[config.mk]
export PLATFORM = sky130hd
export DESIGN_NAME = serial_word_feeder
export DESIGN_NICKNAME = d
export VERILOG_FILES = /design/src/rtl/serial_word_feeder.sv
export SDC_FILE = /design/constraint.sdc
export NUM_CORES = 1
export LEC_CHECK = 0
export ABC_CLOCK_PERIOD_IN_PS = 1750
export CORE_AREA = 2 2 39 41
export CTS_CLUSTER_SIZE = 24
export DETAILED_ROUTE_END_ITERATION = 12
export DIE_AREA = 0 0 41 43
export HOLD_SLACK_MARGIN = 0.05
export MAX_ROUTING_LAYER = met4
export PLACE_DENSITY = 0.73
export REMOVE_ABC_BUFFERS = 1
export SETUP_SLACK_MARGIN = 0.02
export SLEW_MARGIN = 20
export SYNTH_ARGS = -nofsm -noshare
export SYNTH_HDL_FRONTEND = slang
export SYNTH_SLANG_ARGS = --single-unit
[constraint.sdc]
create_clock -name clk_i -period 1.75 [get_ports clk_i]
set_clock_uncertainty 0.05 [all_clocks]
set_input_delay 0.175 -clock clk_i [delete_from_list [all_inputs] [get_ports clk_i]]
set_output_delay 0.175 -clock clk_i [all_outputs]
set_load 0.005 [all_outputs]
[src/rtl/serial_word_feeder.sv]
// serial_word_feeder: assembles a serial bit stream into WIDTH-bit words and
// presents each completed word on word_o with a one-cycle ld_o strobe.
// Optional feature macro: PARITY_EN. When defined, every word is followed by
// an even-parity bit; words with bad parity are dropped and flagged on err_o.
module serial_word_feeder #(
  parameter int WIDTH     = 4,
  parameter bit MSB_FIRST = 1'b1
) (
  input  logic             clk_i,
  input  logic             clear_i,
  input  logic             sin_i,
  input  logic             sin_en_i,
  input  logic             restart_i,
  output logic [WIDTH-1:0] word_o,
  output logic             ld_o,
  output logic             busy_o,
  output logic             err_o
);

  localparam int CW = $clog2(WIDTH + 1);
  localparam logic [CW-1:0] LAST = CW'(WIDTH - 1);

  typedef enum logic [1:0] {IDLE, SHIFT, PAR} state_t;

  state_t           state, state_nxt;
  logic [CW-1:0]    cnt, cnt_nxt;
  logic [WIDTH-1:0] sr, sr_nxt;
  logic [WIDTH-1:0] word, word_nxt;
  logic             ld, ld_nxt;
  logic [WIDTH-1:0] shifted;

  // Next shift-register contents if the current sin_i bit is taken.
  always_comb begin
    if (MSB_FIRST) shifted = {sr[WIDTH-2:0], sin_i};
    else           shifted = {sin_i, sr[WIDTH-1:1]};
  end

`ifdef PARITY_EN
  logic err, err_nxt;
`endif

  // State register plus all output registers; clear_i wins immediately.
  always_ff @(posedge clk_i or posedge clear_i) begin
    if (clear_i) begin
      state <= IDLE;
      cnt   <= '0;
      sr    <= '0;
      word  <= '0;
      ld    <= 1'b0;
`ifdef PARITY_EN
      err   <= 1'b0;
`endif
    end else begin
      state <= state_nxt;
      cnt   <= cnt_nxt;
      sr    <= sr_nxt;
      word  <= word_nxt;
      ld    <= ld_nxt;
`ifdef PARITY_EN
      err   <= err_nxt;
`endif
    end
  end

  // Next-state logic: restart drops any partial word (including one that
  // would complete on this edge); otherwise consume one bit per sin_en_i.
  always_comb begin
    state_nxt = state;
    cnt_nxt   = cnt;
    sr_nxt    = sr;
    word_nxt  = word;
    ld_nxt    = 1'b0;
`ifdef PARITY_EN
    err_nxt   = 1'b0;
`endif
    if (restart_i) begin
      state_nxt = IDLE;
      cnt_nxt   = '0;
      sr_nxt    = '0;
    end else if (sin_en_i) begin
      unique case (state)
        IDLE, SHIFT: begin
          if (cnt == LAST) begin
`ifdef PARITY_EN
            // Data complete; hold it until the parity bit arrives.
            sr_nxt    = shifted;
            cnt_nxt   = '0;
            state_nxt = PAR;
`else
            word_nxt  = shifted;
            ld_nxt    = 1'b1;
            sr_nxt    = '0;
            cnt_nxt   = '0;
            state_nxt = IDLE;
`endif
          end else begin
            sr_nxt    = shifted;
            cnt_nxt   = cnt + 1'b1;
            state_nxt = SHIFT;
          end
        end
        PAR: begin
`ifdef PARITY_EN
          // Even parity across data and parity bit must reduce to 0.
          if (^{sr, sin_i} == 1'b0) begin
            word_nxt = sr;
            ld_nxt   = 1'b1;
          end else begin
            err_nxt  = 1'b1;
          end
`endif
          sr_nxt    = '0;
          cnt_nxt   = '0;
          state_nxt = IDLE;
        end
        default: begin
          sr_nxt    = '0;
          cnt_nxt   = '0;
          state_nxt = IDLE;
        end
      endcase
    end
  end

  assign word_o = word;
  assign ld_o   = ld;
  assign busy_o = (cnt != '0) || (state == PAR);
`ifdef PARITY_EN
  assign err_o  = err;
`else
  assign err_o  = 1'b0;
`endif

endmodule

Word level (Yosys, flattened, before mapping):

Index checks and enable logic that the tools add are counted.

* bits in writable memories: 0
* bits of input ports: 5
* logic and storage cells: 32
* memories: 0
* ROM bits: 0
* output and inout bits: 7
* flip-flop bits (word level): 13
* bits in latches: 0

* reduce and logical (&&, ||, !) cells: 6
* eq/ne operators: 3
* add/subtract/negate cells: 1
* multipliers: 0
* divide/modulo/power cells: 0
* multiplexer cells: 16
* shift-type cells: 0
* $lt $le $gt $ge: 0
* bitwise operators: 1

Operators by type and width (count)
* $mux W3: 8
* $mux W2: 3
* $mux W1: 5
* $reduce_and A4 Y1: 1
* $add A3 B1 Y3 const B: 1
* $eq A3 B2 Y1 const B: 1
* $reduce_bool A3 Y1: 1
* $eq A2 B1 Y1 const B: 1
* $eq A2 B2 Y1 const B: 1
* $logic_not A2 Y1: 1
* $reduce_bool A2 Y1: 1
* $reduce_or A2 Y1: 1
* $logic_or A1 B1 Y1: 1
* $not A1 Y1: 1

Logic depth before layout (Yosys ltp):

* depth after elaboration: 5
* gate-level depth with buffers: 4
* depth with buffers taken out: 4

Worst setup path before layout:

OpenSTA, ideal clock, no wires.

* path kind: register -> register
* start: register cnt[0]
* end: register word[0] (netlist: word_o[0])
* arrival time: 1145 ps
* data required time: 1575 ps
* setup slack: 430 ps
* period minus slack after synthesis: 1320 ps
* path buffers: 0
* setup time: 125 ps
* stages on the path, launching flop included: 5
* cell sequence: dfrtp_1 -> ha_1 -> nand2_4 -> nor3_4 -> mux2_2

* word-level cells in the longest chain between the ends: 2

RTL lines
* start, declared: line 26 `logic [CW-1:0] cnt, cnt_nxt;`
* start signal, assigned: line 55 `cnt <= cnt_nxt;`
* $eq A3 B2 Y1: line 83 `if (cnt == LAST) begin`
* $reduce_and A4 Y1 (no source line)
* end signal, assigned: line 57 `word <= word_nxt;`
* end, declared: line 28 `logic [WIDTH-1:0] word, word_nxt;`

No other way between the ends.
A chain may end at the register's enable or synchronous reset.

Worst setup path after layout:

* start: register cnt[1]
* end: register word[1] (netlist: word_o[1])

The elaborated chain is that of the path after synthesis.

==> run summary <==
Critical Path End Type: flip-flop
Run status: finished clean
Worst Path Arrival: 1.53 ns
Final min period: 1.431 ns
Max-capacitance violation count: 0
Gr ovfl total: 0
Initial DRC Count: 5
Commonest cells after routing, fill and taps aside: dfrtp_1, clkdlybuf4s50_1, nand2b_1
Register area share after synthesis: 54.32%
Antenna violations before repair: 0
Detailed-route wire length per cell: 11.43 um
CTS Buf Count: 3
Clock root cell: clkbuf_4
First-pass GRT wire length: 1317 um
Fillers: 131
Vias: 344
Register area: 275.3 um^2
Multi-input gate area: 201.4 um^2
Met3 usage: 4.712%
Global Route Usage Sum: 12.03%
Synth cell types: 15
Design Area, Final: 651.9 um^2
Slowest cell delay on critical path: 0.38 ns
Total power draw: 0.5084 mW
Ys Warns: 0
PostCTS Resize Cnt: 0
Post-CTS Setup Inserts: 0
Die Width: 41 um
CTS sink cnt: 11
Die Y-Extent: 43 um
Worst-case reg-to-reg path depth: 4
Register bit total from synthesis: 11
Stages on worst setup path: 4
WHS: 0.1509 ns
Worst Path Required: 1.85 ns
Critical Path Slowest Stage Cell: dfrtp_1
Syn Inst Count: 42
Worst-path clk slew: 0.07 ns
Placed inst area: 623.1 um^2
CTS tree: built
Commonest non-fill, non-tap cell in the layout: dfrtp_1
Met2 Usage GRT: 16.88%
P_leak: 0.3218 nW
Port bufs: 10
Hold-fix buffers, CTS: 0
GR peak layer: met2
Period utilization: 81.78%
Die footprint: 0.001763 mm^2
Finish-stage setup viols: 0
H-tree depth: 1
Routed WL: 823 um
Peak Freq: 698.7 MHz
Largest net degree at the start of global routing: 12
Final #Nets: 64
Core region area: 0.001384 mm^2
Final Hold Violating Endpoints: 0
Latest clock arrival within the worst-skew pair: 0.26 ns
Gpl congestion: 0.6128
Worst Path Buf+Inv: 0
Hold WC Path Type: in2async
Post-route ant nets: 0
Fraction of layout cells with a size suffix above 1: 19.64%
DPL Wire Length: 640.6 um
Clock tree buffer depth: 2
Crit path max fanout: 5
Setup CP Type: reg2reg
Num ports: 12
CP Launch Type: flip-flop
RSZ-0062 raised after global routing: no
Synthesized area: 506.7 um^2
Initial core utilization: 36.62%
Vias in the first global route: 333
Setup TNS: 0 ns
Met1 GRT Util: 13.56%
Diode count: 0
Avg Synthesized Cell Area: 12.07 um^2
Cell Rows: 14
Crit-path cells: ha_1 > nand2_4 > nor3_4 > mux2_2
DRC Markers: 0
Family with the most delay on the worst path: flip-flops
DR vias/cell: 4.778
Final-report max-slew violation count: 0
Maximum VDD drop: 0.3863 mV
Area grow syn2layout: 28.64%
PwrDens: 779.9 mW/mm^2
TritonRoute pass-1 iters: 4
-- stage by stage --
stage | std cells | setup slack [ns] | utilization [%]
detailed placement | 68 | 0.2153 | 45.03
floorplan | 40 | 0.4304 | -
global route | 72 | 0.2356 | 47.11
CTS | 72 | 0.06933 | 46.93
global placement | 68 | 0.2322 | 45.03
finish | 72 | 0.3189 | 47.11
-- synthesized netlist by cell type --
library cell | count | share of area [%]
nor2_1 | 1 | 0.74
conb_1 | 1 | 0.74
nand2_4 | 1 | 2.2
nand2b_1 | 6 | 7.4
dfrtp_1 | 11 | 54
inv_1 | 3 | 2.2
mux2i_1 | 1 | 2.0
ha_1 | 2 | 4.9
buf_6 | 1 | 2.2
buf_4 | 1 | 1.5
a21oi_1 | 4 | 4.0
mux2_2 | 4 | 8.9
nand3_1 | 4 | 4.0
and3b_1 | 1 | 1.7
nor3_4 | 1 | 3.2
-- area by class of cell --
class / instances / share of cell area, %
clock buffers: 4 / 4.031
inverters: 3 / 1.727
multi-input cells: 26 / 30.90
flip-flops and latches: 11 / 42.23
well taps: 16 / 3.071
repair buffers: 12 / 18.04
-- report_power, final --
part	total [mW]	switching (mW)	leakage [nW]	internal, mW
Clock	0.171	0.0830	0.0150	0.0882
Sequential	0.273	0.00729	0.151	0.265
Combinational	0.0646	0.0270	0.156	0.0376
Total	0.508	0.117	0.322	0.391
-- logic make-up after synthesis --
| logic type | synth area share, % |
|---|---|
| and+or+nand+nor | 19.26 |
| DFF | 54.32 |
| adders and majority gates | 4.937 |
| buffers and inverters | 5.926 |
| AOI/OAI and AO/OA | 3.951 |
| other | 0.7400 |
| muxes | 10.86 |
-- registers in the layout, summed over array words and instances, names as in the netlist --
signal	flops
sr	3
cnt	3
ld_o	1
word_o	4
-- layer usage --
metal	wire length, um	vias up
met4	29	0
met2	373	15
met3	54	4
li1	-	167
met1	366	158
met5	0	-
-- worst paths after layout --
kind	startpoint	endpoint	slack, ns
max in group asynchronous	clear_i	cnt[1]	1.21
min in group clk_i	sin_i	sr[0]	0.45
setup reg to reg	cnt[1]	word_o[1]	0.32
hold reg to reg	word_o[2]	word_o[2]	0.46
hold / removal	clear_i	word_o[3]	0.15
setup / recovery	cnt[1]	word_o[1]	0.32
Power figures use the tool's default switching activity.
==> variant (same settings) <==
Add a define of `PARITY_EN`.
--- a/src/rtl/serial_word_feeder.sv
+++ b/src/rtl/serial_word_feeder.sv
@@ -3,4 +3,6 @@
 // Optional feature macro: PARITY_EN. When defined, every word is followed by
 // an even-parity bit; words with bad parity are dropped and flagged on err_o.
+`define PARITY_EN
+
 module serial_word_feeder #(
   parameter int WIDTH     = 4,
Function: changed (a bounded check fails within 10 cycles, from zero or initial values).
==> variant against the unedited design <==
Sequential cell count increased by 4; worst setup slack got worse by 190 ps; global-route usage grew 9.5 points; sequential power rose by 40%; cell area up 49%; area after synthesis grew 50%; total power is 39% higher; non-clock buffer count is 5 higher; synthesized cell count rose by 62%; routed wire length is 69% higher; critical endpoint is now word_o[3].
==> variant: results (changes against the unedited design) <==
[final_layout]
drive_gt1_share_pct = 23.0  ; +3.3 points
fill_cells = 121  ; -7.6%
fin_cells = 103  ; +43%

[global_routing]
groute.usage.overall_pct = 21.5  ; +9.5 points
grt_pass1_vias = 542  ; +63%
grt_max_degree = 16  ; +4
grt_pass1_wl_um = 2420  ; +83%

[placement]
place_congestion = 0.844  ; +38%
io_buffers = 11  ; +1
place_inst = 98  ; +44%
dp_hpwl_um = 1060  ; +65%

[synthesis]
synth_common_cells = 15 x dfrtp_1, 7 x a21oi_1, 6 x nand2b_1, 5 x inv_1, 4 x nor2_1
ys_seq_area_share_pct = 49.4  ; -4.9 points
synth_cell_types = 27  ; +12
synthTopCellsByArea = dfrtp_1 49%, mux2_4 5.9%, nand2b_1 4.9%, a21oi_1 4.6%, ha_1 3.3%

[power_and_ir_drop]
p_seq_uw = 381  ; +40%
p_leak_uw = 0.000465  ; +44%
ir_worst_vdd_mv = 0.439  ; +14%
p_int_uw = 522  ; +33%
power_frac_seq_pct = 53.8  ; +0.2 points
p_clk_share_pct = 28.3  ; -5.4 points

[route]
wl_met2_um = 659  ; +77%
drt_iter0_markers = 4  ; -1
met1_length_um = 632  ; +73%
routed_via_density = 5.17  ; +8.1%
routed_wl_um = 1390  ; +69%

[run_status]
status = finished, final reports clean

[critical_path]
cp.arrival_ps = 1750  ; +220 ps
crit_path_max_fanout = 4  ; -1

variant: final cells by class:
cell class / instances / share of cell area (%)
Clock buffer: 3 / 2.32
Multi-Input combinational cell: 45 / 36.5
Timing Repair Buffer: 17 / 17.5
Sequential cell: 15 / 38.8
Tap cell: 16 / 2.06
Inverter: 6 / 2.32
Clock inverter: 1 / 0.515
variant: worst paths after layout:
path                                 from        end  slack [ps]  cells after the start
max in group asynchronous         clear_i   state[1]        1080                      2
worst max-delay path                sr[3]  word_o[3]         130                      4
min in group clk_i              word_o[2]  word_o[2]         480                      1
worst min-delay path              clear_i  word_o[0]         170                      2
worst max register to register      sr[3]  word_o[3]         130                      4
worst min register to register  word_o[2]  word_o[2]         480                      1
variant: stage by stage:
stage	cell area [um^2]	setup slack [ps]
floorplan	752	189
finish	971	130
global route	971	57.3
CTS	967	22.6
detailed placement	932	-88.9
global placement	932	-47.0
variant: worst max-delay path: stages, from the launching register on:
cell and delay [ps]:
dfrtp_1 430, xnor2_2 210, xnor3_2 400, nand2_4 120, mux2_4 300
variant: routing by layer:
metal	vias up	global-route usage (%)
li1	261	-
met1	253	29.0
met2	13	29.1
met3	5	6.28
met4	0	10.0
met5	-	-
variant: cells by family (layout without fill, tap and decap cells):
family	after synthesis	after routing	share of synthesized area, %
and+or+nand+nor	24	24	20.6
adders and majority gates	2	2	3.29
DFF	15	15	49.4
AOI/OAI and AO/OA	11	11	7.74
buffers and inverters	8	27	3.95
xor gates and xnor gates	4	4	7.58
muxes	4	4	7.41
variant: what timing repair did:
| action | in CTS | in global routing |
|---|---|---|
| setup buffers | 1 | 0 |
| hold buffers | 0 | 0 |
| gates resized for setup | 0 | 2 |
| endpoints found under the setup margin | 1 | 1 |
